File: src/rtl/csa_accumulator.sv
// csa_accumulator: carry-save multi-operand group accumulator with one final carry-propagate add.
// Optional output clamping when CSA_ACC_SATURATE_EN is defined (default: two's-complement wrap).
module csa_accumulator #(
    parameter int WIDTH     = 4,
    parameter int NUM_IN    = 4,
    parameter int ACC_WIDTH = 16,
    parameter int OUT_WIDTH = 8,
    parameter int CNT_WIDTH = 8
) (
    input  logic                    clk,
    input  logic                    rst_n,
    input  logic                    clr,
    input  logic                    in_valid,
    output logic                    in_ready,
    input  logic [NUM_IN*WIDTH-1:0] in_data,
    input  logic                    in_last,
    output logic                    out_valid,
    input  logic                    out_ready,
    output logic [OUT_WIDTH-1:0]    out_data,
    output logic [CNT_WIDTH-1:0]    out_beats
);

    typedef enum logic [1:0] {ACC, RESOLVE, OUT} state_t;

    state_t               state;
    logic [ACC_WIDTH-1:0] sum_q, carry_q, sum_d, carry_d, op, cy;
    logic [CNT_WIDTH-1:0] cnt_q;
    logic [OUT_WIDTH-1:0] narrow;

    // Chain of 3:2 compressors folding each operand into the redundant pair.
    always_comb begin
        sum_d   = sum_q;
        carry_d = carry_q;
        op      = '0;
        cy      = '0;
        for (int k = 0; k < NUM_IN; k++) begin
            op      = ACC_WIDTH'($signed(in_data[k*WIDTH +: WIDTH]));
            cy      = ((sum_d & carry_d) | (sum_d & op) | (carry_d & op)) << 1;
            sum_d   = sum_d ^ carry_d ^ op;
            carry_d = cy;
        end
    end

`ifdef CSA_ACC_SATURATE_EN
    logic [ACC_WIDTH-1:0]           result;
    logic [ACC_WIDTH-OUT_WIDTH:0]   upper;
    logic [OUT_WIDTH-1:0]           min_val;
    always_comb begin
        result  = sum_q + carry_q;
        upper   = result[ACC_WIDTH-1:OUT_WIDTH-1];
        min_val = OUT_WIDTH'(1) << (OUT_WIDTH - 1);
        narrow  = (&upper || ~|upper) ? result[OUT_WIDTH-1:0]
                : (result[ACC_WIDTH-1] ? min_val : ~min_val);
    end
`else
    assign narrow = OUT_WIDTH'(sum_q + carry_q);
`endif

    always_ff @(posedge clk or negedge rst_n) begin
        if (!rst_n) begin
            state     <= ACC;
            sum_q     <= '0;
            carry_q   <= '0;
            cnt_q     <= '0;
            in_ready  <= 1'b1;
            out_valid <= 1'b0;
            out_data  <= '0;
            out_beats <= '0;
        end else if (clr) begin
            state     <= ACC;
            sum_q     <= '0;
            carry_q   <= '0;
            cnt_q     <= '0;
            in_ready  <= 1'b1;
            out_valid <= 1'b0;
        end else begin
            case (state)
                ACC: if (in_valid) begin
                    sum_q   <= sum_d;
                    carry_q <= carry_d;
                    cnt_q   <= cnt_q + CNT_WIDTH'(~&cnt_q);
                    if (in_last) begin
                        state    <= RESOLVE;
                        in_ready <= 1'b0;
                    end
                end
                RESOLVE: begin
                    out_data  <= narrow;
                    out_beats <= cnt_q;
                    sum_q     <= '0;
                    carry_q   <= '0;
                    cnt_q     <= '0;
                    out_valid <= 1'b1;
                    state     <= OUT;
                end
                OUT: if (out_ready) begin
                    out_valid <= 1'b0;
                    in_ready  <= 1'b1;
                    state     <= ACC;
                end
                default: state <= ACC;
            endcase
        end
    end

endmodule

File: config.mk
export PLATFORM = sky130hd
export DESIGN_NAME = csa_accumulator
export DESIGN_NICKNAME = d
export VERILOG_FILES = /design/src/rtl/csa_accumulator.sv
export SDC_FILE = /design/constraint.sdc
export NUM_CORES = 1
export LEC_CHECK = 0
export CORE_ASPECT_RATIO = 1.2
export CORE_MARGIN = 2
export CORE_UTILIZATION = 54
export DETAILED_ROUTE_END_ITERATION = 8
export HOLD_SLACK_MARGIN = 0.03
export PLACE_DENSITY = 0.8
export SETUP_SLACK_MARGIN = 0.3
export SYNTH_ARGS = -nofsm -noshare
export SYNTH_HDL_FRONTEND = slang
export SYNTH_SLANG_ARGS = --single-unit
File: constraint.sdc
create_clock -name clk -period 3 [get_ports clk]
set_input_delay 0.75 -clock clk [delete_from_list [all_inputs] [get_ports clk]]
set_output_delay 0.75 -clock clk [all_outputs]
set_load 0.01 [all_outputs]
Word level (Yosys, flattened, before mapping)
Cells that the tools add are included.
Widths: inputs -> output; s select.
- bits of input ports: 22
- register bits after elaboration: 60
- word-level logic and storage cells: 77
- output and inout bits: 18
- reductions and logical operators: 11
- equal/unequal tests: 5
- multiplexer cells: 22
- bitwise gates (word level): 29
- add/sub/neg operators: 2
- operators by type and width (operator ; number):
    $and 15x15->15 ; 12
    $xor 16x16->16 ; 8
    $or 15x15->15 ; 8
    $mux 16 ; 4
    $pmux 16 s2 ; 2
    $mux 8 ; 2
    $pmux 8 s2 ; 1
    $ne 3x3->1 const B ; 3
    $reduce_bool 3->1 ; 3
    $add 8x1->8 ; 1
    $add 8x8->8 ; 1
    $mux 2 ; 4
    $reduce_and 8->1 ; 1
    $mux 1 ; 6
    $pmux 2 s3 ; 1
    $reduce_and 2->1 ; 3
    $pmux 1 s2 ; 2
    $reduce_and 4->1 ; 1
    $reduce_and 3->1 ; 1
    $eq 2x1->1 const B ; 1
    $eq 2x2->1 const B ; 1
    $logic_not 2->1 ; 1
    $logic_not 1->1 ; 1
    $not 1->1 ; 1

Logic depth before layout (Yosys ltp)
Gate-level depths: netlist (run 1).
- depth in word-level cells: 15
- mapped depth: 8

Worst setup path before layout (run 1)
OpenSTA, ideal clock, no wires.
- path kind: input to register
- from: in in_data[1]
- to: reg sum_q[1]
- setup time: 0.121 ns
- slack: -0.091 ns
- arrival: 2.970 ns
- stages: 8
- cells stage by stage: fa_1 fa_1 fa_1 inv_1 fa_1 nor2_1 a21oi_1 nor2_1
- longest elaborated chain between the ends: 10
- ends and longest elaborated chain (item ; RTL line ; RTL):
    start: declaration ; 15 ; input logic [NUM_IN*WIDTH-1:0] in_data,
    $xor 16x16->16 (7 in a row) ; 39 ; sum_d = sum_d ^ carry_d ^ op;
    $mux 16 ; 78 ; ACC: if (in_valid) begin
    $pmux 16 s2 ; 77 ; case (state)
    $mux 16 ; 69 ; end else if (clr) begin
    end signal: assignment ; 79 ; sum_q <= sum_d;
    end: declaration ; 26 ; logic [ACC_WIDTH-1:0] sum_q, carry_q, sum_d, carry_d, op, cy;
No other way between the ends. The select of a mux whose other input is x is not followed.
A chain may end at the register's enable or synchronous reset.

Worst setup path in the final report (run 1)
- from: in in_data[3]
- to: reg sum_q[6]
- longest elaborated chain between the ends: 14
- elaborated cells on any way between the ends: 24
- those cells by class: mux (3); bitwise (21)
- ends and longest elaborated chain (item ; RTL line ; RTL):
    $and 15x15->15 ; 38 ; cy = ((sum_d & carry_d) | (sum_d & op) | (carry_d & op)) << 1;
    $or 15x15->15 (2 in a row) ; 38 ;
    $and 15x15->15 ; 38 ;
    $or 15x15->15 (2 in a row) ; 38 ;
    $and 15x15->15 ; 38 ;
    $or 15x15->15 (2 in a row) ; 38 ;
    $xor 16x16->16 * (2 in a row) ; 39 ;
    $mux 16 * ; 78 ;
    $pmux 16 s2 * ; 77 ;
    $mux 16 * ; 69 ;
Every way passes the cells marked *; elsewhere a longest branch is shown, timed or not. The select of a mux whose other input is x is not followed.

==> results of run 1 <==
==> area by class of cell <==
type / count / share of cell area
repair buffers: 50 / 0.144
inverters: 12 / 0.0135
clock buffers: 6 / 0.0217
multi-input cells: 198 / 0.467
clock inverters: 1 / 0.00900
flip-flops and latches: 43 / 0.323
well taps: 60 / 0.0225
==> path summary, 6_finish.rpt <==
| check | to | from |
|---|---|---|
| hold reg to reg | out_beats[3] | out_beats[3] |
| hold / removal | out_beats[3] | out_beats[3] |
| max in group asynchronous | out_data[1] | rst_n |
| setup / recovery | sum_q[6] | in_data[3] |
| setup reg to reg | sum_q[5] | carry_q[5] |
| min in group asynchronous | cnt_q[6] | rst_n |
==> cell usage after synthesis, drive strengths merged, types with 2 or more instances <==
library cell | number | share of area
ha | 12 | 0.056
nand2b | 3 | 0.0070
or3 | 2 | 0.0047
a21o | 5 | 0.014
nor2 | 15 | 0.022
nor3 | 4 | 0.0075
and3 | 3 | 0.0070
buf | 6 | 0.013
nand2 | 65 | 0.091
nand3 | 2 | 0.0056
inv | 12 | 0.017
nand4 | 6 | 0.014
o21ai | 11 | 0.022
xnor2 | 10 | 0.033
a21oi | 18 | 0.034
xor2 | 5 | 0.016
fa | 25 | 0.19
a31oi | 3 | 0.0070
dfrtp | 42 | 0.39
a211o | 2 | 0.0066
==> state kept, by name, summed over array words and instances, names as in the netlist <==
signal	flops
out_valid	1
out_data	8
state	2
out_beats	8
sum_q	8
cnt_q	8
carry_q	7
in_ready	1
==> worst max-delay path, stage by stage <==
cell,delay [ns]
buf_8,0.10
buf_6,0.11
fa_1,0.49
fa_1,0.55
fa_2,0.45
fa_2,0.55
nand2_2,0.06
a21oi_2,0.11
==> repair_timing <==
action                     4_1_cts  5_1_grt
setup endpoints to repair       13       12
resized for setup               25        6
pin swaps                       30       12
setup buffers                    1        0
==> stage by stage <==
stage,worst slack [ns],power (mW),cells,setup TNS (ns)
floorplan,-0.0732,1.60,260,-0.146
global placement,-0.633,1.89,362,-6.71
detailed placement,-0.730,1.98,362,-7.50
CTS,0.0511,2.40,370,0
global route,-0.0198,2.65,370,-0.0251
finish,0.0548,2.43,370,0
==> logic make-up (layout without fill, tap and decap cells) <==
kind of cell / Yosys count / count (layout) / synth area share
AOI/OAI and AO/OA: 43 / 43 / 0.0999
and+or+nand+nor: 103 / 103 / 0.172
adders and majority gates: 37 / 37 / 0.244
DFF: 43 / 43 / 0.404
buffers and inverters: 19 / 69 / 0.0314
xor gates and xnor gates: 15 / 15 / 0.0492
==> layer usage <==
layer	up-vias	global-route usage	routed length [um]
met5	-	0	0
met4	0	0.0640	68
met3	8	0.0374	197
met2	39	0.373	2750
met1	986	0.289	2420
li1	960	-	-
==> report_power, final <==
part / total (mW) / leakage [nW] / switching (mW) / internal [mW]
Combinational: 1.21 / 0.946 / 0.586 / 0.628
Clock: 0.433 / 0.0513 / 0.189 / 0.244
Sequential: 0.783 / 0.580 / 0.101 / 0.682
Total: 2.43 / 1.58 / 0.875 / 1.55
==> impl_metrics.env, run 1 <==
export IMPL_outcome="complete, no violations"
export IMPL_post_route_util=0.690
export IMPL_io_pins=40
export IMPL_synthArstFlopShare=1.00
export IMPL_syn_area_um2=2670
export IMPL_cp_required_ns=3.22
export IMPL_wire_per_inst_um=14.7
export IMPL_hp_class="flop to flop"
export IMPL_ys_ff_latch=43
export IMPL_gr_total_overflow=0
export IMPL_grt_first_pass_wirelength_um=9180
export IMPL_grt_max_degree=44
export IMPL_layout_drive_gt1_share=0.152
export IMPL_drtIter0Drc=97
export IMPL_setup_viol=0
export IMPL_cts_buffers=5
export IMPL_dieHeight_um=81.0
export IMPL_rows=28
export IMPL_worstSetupPathType="primary input to flop"
export IMPL_slew_headroom=0.373
export IMPL_yosysWarnings=0
export IMPL_coreArea_um2=4830
export IMPL_clkLatencyLatePin_ns=0.29
export IMPL_synth_enable_flop_cells=0
export IMPL_fin_nets=369
export IMPL_rsz0062_at_grt="true"
export IMPL_portBuffers=39
export IMPL_worst_setup_path_start_kind="primary input"
export IMPL_drt_antenna_violating_nets=0
export IMPL_first_pass_iters=4
export IMPL_via_count=1993
export IMPL_regArea_um2=1080
export IMPL_wl_um=5440
export IMPL_antenna_cells=0
export IMPL_area_growth_pct=25.1
export IMPL_cts_tree="yes"
export IMPL_syn_num_nets=319
export IMPL_cts_root_buf="clkbuf_8"
export IMPL_synthCells=260
export IMPL_grt_pass1_vias=2049
export IMPL_vdd_drop_max_uv=461
export IMPL_whs_path_depth=2
export IMPL_multi_input_area_um2=1560
export IMPL_reg2reg_slack_ns=0.14
export IMPL_placed_cell_area_um2=3190
export IMPL_endpoint_kind="flop"
export IMPL_antenna_found_initial=0
export IMPL_clkSinkCount=43
export IMPL_holdWs_ns=0.472
export IMPL_path_clk_slew_ns=0.08
export IMPL_avgSynthCellArea_um2=10.3
export IMPL_ys_flop_type="dfrtp_1"
export IMPL_final_common_cell="nand2_1"
export IMPL_drc=0
export IMPL_pwr_density_cell_nw_per_um2=728
export IMPL_postCtsHoldBufs=0
export IMPL_vias_per_cell=5.39
export IMPL_tightest_slew_ns=0.941
export IMPL_leakage_nw=1.58
export IMPL_synth_cell_types=34
export IMPL_clock_skew_ns=0.00910
export IMPL_dp_hpwl_um=4130
export IMPL_die_x_um=68.2
export IMPL_ys_seq_area_frac=0.404
export IMPL_place_gp_congestion=0.846
export IMPL_critical_path_max_fanout=3
export IMPL_max_cap_violations=0
export IMPL_clk_path_buf_depth=2
export IMPL_most_common_layout_cells="62 x nand2_1, 42 x dfrtp_1, 33 x clkdlybuf4s50_1, 16 x a21oi_1, 15 x fa_1"
export IMPL_worst_r2r_path_depth=8
export IMPL_final_area_um2=3340
export IMPL_cts_max_level=2
export IMPL_maxSlewViolCount=0
export IMPL_fmax_mhz=340
export IMPL_initial_core_util=0.552
export IMPL_min_period_ns=2.95
export IMPL_dieArea_um2=5520
export IMPL_finalHoldViolCount=0
export IMPL_globalRouteTotalUtil=0.220
export IMPL_nFillCells=383
export IMPL_arrival_ns=3.17
export IMPL_fin_crit_sh=0.982
Note: power is estimated with default switching activity, not from simulation.
==> run 2, diff against run 1 <==
--- a/config.mk
+++ b/config.mk
@@ -5,6 +5,7 @@
 export SDC_FILE = /design/constraint.sdc
 export NUM_CORES = 1
 export LEC_CHECK = 0
+export CAP_MARGIN = 20
 export CORE_ASPECT_RATIO = 1.2
 export CORE_MARGIN = 2
 export CORE_UTILIZATION = 54
==> results of run 2 <==
No change in the layout: final DEF, timing and power equal those of run 1.
==> run 3, diff against run 2 <==
==> constraint.sdc (replaced) <==
create_clock -name clk -period 2.9 [get_ports clk]
set_input_delay 0.725 -clock clk [delete_from_list [all_inputs] [get_ports clk]]
set_output_delay 0.725 -clock clk [all_outputs]
set_load 0.01 [all_outputs]
==> impl_metrics.env, run 3 (synthesis gave the netlist of run 1 again) <==
export IMPL_clk_path_buf_depth=2
export IMPL_vdd_drop_max_uv=432
export IMPL_reg2reg_slack_ns=0.04
export IMPL_setup_tns_ns=-0.00207
export IMPL_fmax_mhz=345
export IMPL_critPathMostFrequentCell="fa_2"
export IMPL_max_cap_violations=0
export IMPL_pwr_density_cell_nw_per_um2=755
export IMPL_clock_skew_ns=0.00592
export IMPL_holdWs_ns=0.476
export IMPL_initial_core_util=0.552
export IMPL_timing_rr_end="sum_q[5]"
export IMPL_maxSlewViolCount=0
export IMPL_antenna_found_initial=0
export IMPL_power_mw=2.53
export IMPL_dieArea_um2=5520
export IMPL_min_period_ns=2.90
export IMPL_hp_class="flop to flop"
export IMPL_finalHoldViolCount=0
export IMPL_antenna_cells=0
export IMPL_outcome="complete, but fails checks"
export IMPL_wire_per_inst_um=14.5
export IMPL_place_gp_congestion=0.842
export IMPL_fin_ws_ns=-0.00207
export IMPL_via_count=2042
export IMPL_layout_drive_gt1_share=0.163
export IMPL_wl_um=5410
export IMPL_area_growth_pct=25.5
export IMPL_violations="negative setup slack"
export IMPL_cpMaxStageDelayCell="fa_2"
export IMPL_rsz0062_at_grt="true"
export IMPL_placed_cell_area_um2=3200
export IMPL_globalRouteTotalUtil=0.226
export IMPL_drt_antenna_violating_nets=0
export IMPL_portBuffers=39
export IMPL_grt_first_pass_wirelength_um=9280
export IMPL_dp_hpwl_um=3980
export IMPL_whs_path_depth=2
export IMPL_grt_max_degree=44
export IMPL_final_area_um2=3350
export IMPL_post_route_util=0.693
export IMPL_worstSetupPathType="primary input to flop"
export IMPL_crit_family="adder cells"
export IMPL_path_buf_inv=2
export IMPL_dieHeight_um=81.0
export IMPL_clkSinkCount=43
export IMPL_r2r_start="carry_q[5]"
export IMPL_final_common_cell="nand2_1"
export IMPL_endpoint_kind="flop"
export IMPL_clkLatencyLatePin_ns=0.30
export IMPL_cts_buffers=5
export IMPL_worst_r2r_path_depth=8
export IMPL_cp_slowest_stage_delay_ns=0.59
export IMPL_worst_setup_path_start_kind="primary input"
export IMPL_dp_cells=363
export IMPL_tightest_slew_ns=0.945
export IMPL_min_to="out_data[0]"
export IMPL_gr_total_overflow=0
export IMPL_critical_path_max_fanout=3
export IMPL_cts_max_level=2
export IMPL_cts_tree="yes"
export IMPL_coreArea_um2=4830
export IMPL_die_x_um=68.2
export IMPL_fin_crit_sh=1.00
export IMPL_drc=0
export IMPL_cts_root_buf="clkbuf_8"
export IMPL_path_clk_slew_ns=0.09
export IMPL_cp_required_ns=3.13
export IMPL_stdcell_count=372
export IMPL_fin_nets=370
export IMPL_leakage_nw=1.59
export IMPL_first_pass_iters=5
export IMPL_io_pins=40
export IMPL_drtIter0Drc=132
export IMPL_setup_viol=1
export IMPL_rows=28
export IMPL_arrival_ns=3.13
export IMPL_vias_per_cell=5.49
export IMPL_most_common_layout_cells="63 x nand2_1, 40 x dfrtp_1, 33 x clkdlybuf4s50_1, 16 x a21oi_1, 16 x fa_1"
export IMPL_slew_headroom=0.370
export IMPL_grt_pass1_vias=2003
export IMPL_hp_start="out_data[0]"
export IMPL_pre_cts_ws_ns=-0.799
export IMPL_crit_chain="buf_8 -> buf_6 -> fa_2 -> fa_2 -> fa_1 -> fa_2 -> nand2_1 -> a21oi_2"
## run 3: final cells by class
cell class / instances / area [um^2]
clock buffers: 5 / 68.8
well taps: 60 / 75.1
multi-input cells: 198 / 1550
repair buffers: 51 / 484
clock inverters: 3 / 43.8
fillers: 364 / 1490
flip-flops and latches: 43 / 1080
inverters: 12 / 45.0
## run 3: per-layer routing
layer  share of wire  global-route usage
met5               0                   0
met4           0.017              0.0680
met3           0.049              0.0443
met2            0.51               0.369
met1            0.42               0.305
## run 3: tightest hold or removal path, cell delays in order (launching register included)
cell and delay (ns):
dfrtp_1 0.35, nand2_1 0.05, nand2_1 0.05
## run 3: what timing repair did
item                                    4_1_cts  5_1_grt
pin swaps                                    27        5
gates resized for setup                      25        7
hold buffers                                  0        0
buffers inserted                              0        1
endpoints found under the setup margin       13       12
## run 3: how the worst max path moves through the flow
stage	from	end	slack [ns]	depth (start not counted)
finish	in_data[3]	sum_q[4]	-0.002	8
global route	in_data[3]	sum_q[3]	-0.04	8
CTS	in_data[3]	sum_q[4]	-0.03	8
detailed placement	in_data[3]	sum_q[5]	-0.80	10
global placement	in_data[3]	sum_q[3]	-0.71	8
floorplan	in_data[1]	sum_q[1]	-0.15	8
## run 3: power breakdown
part,internal (mW),total (mW),switching (mW)
Sequential,0.707,0.808,0.101
Combinational,0.644,1.24,0.600
Clock,0.257,0.476,0.219
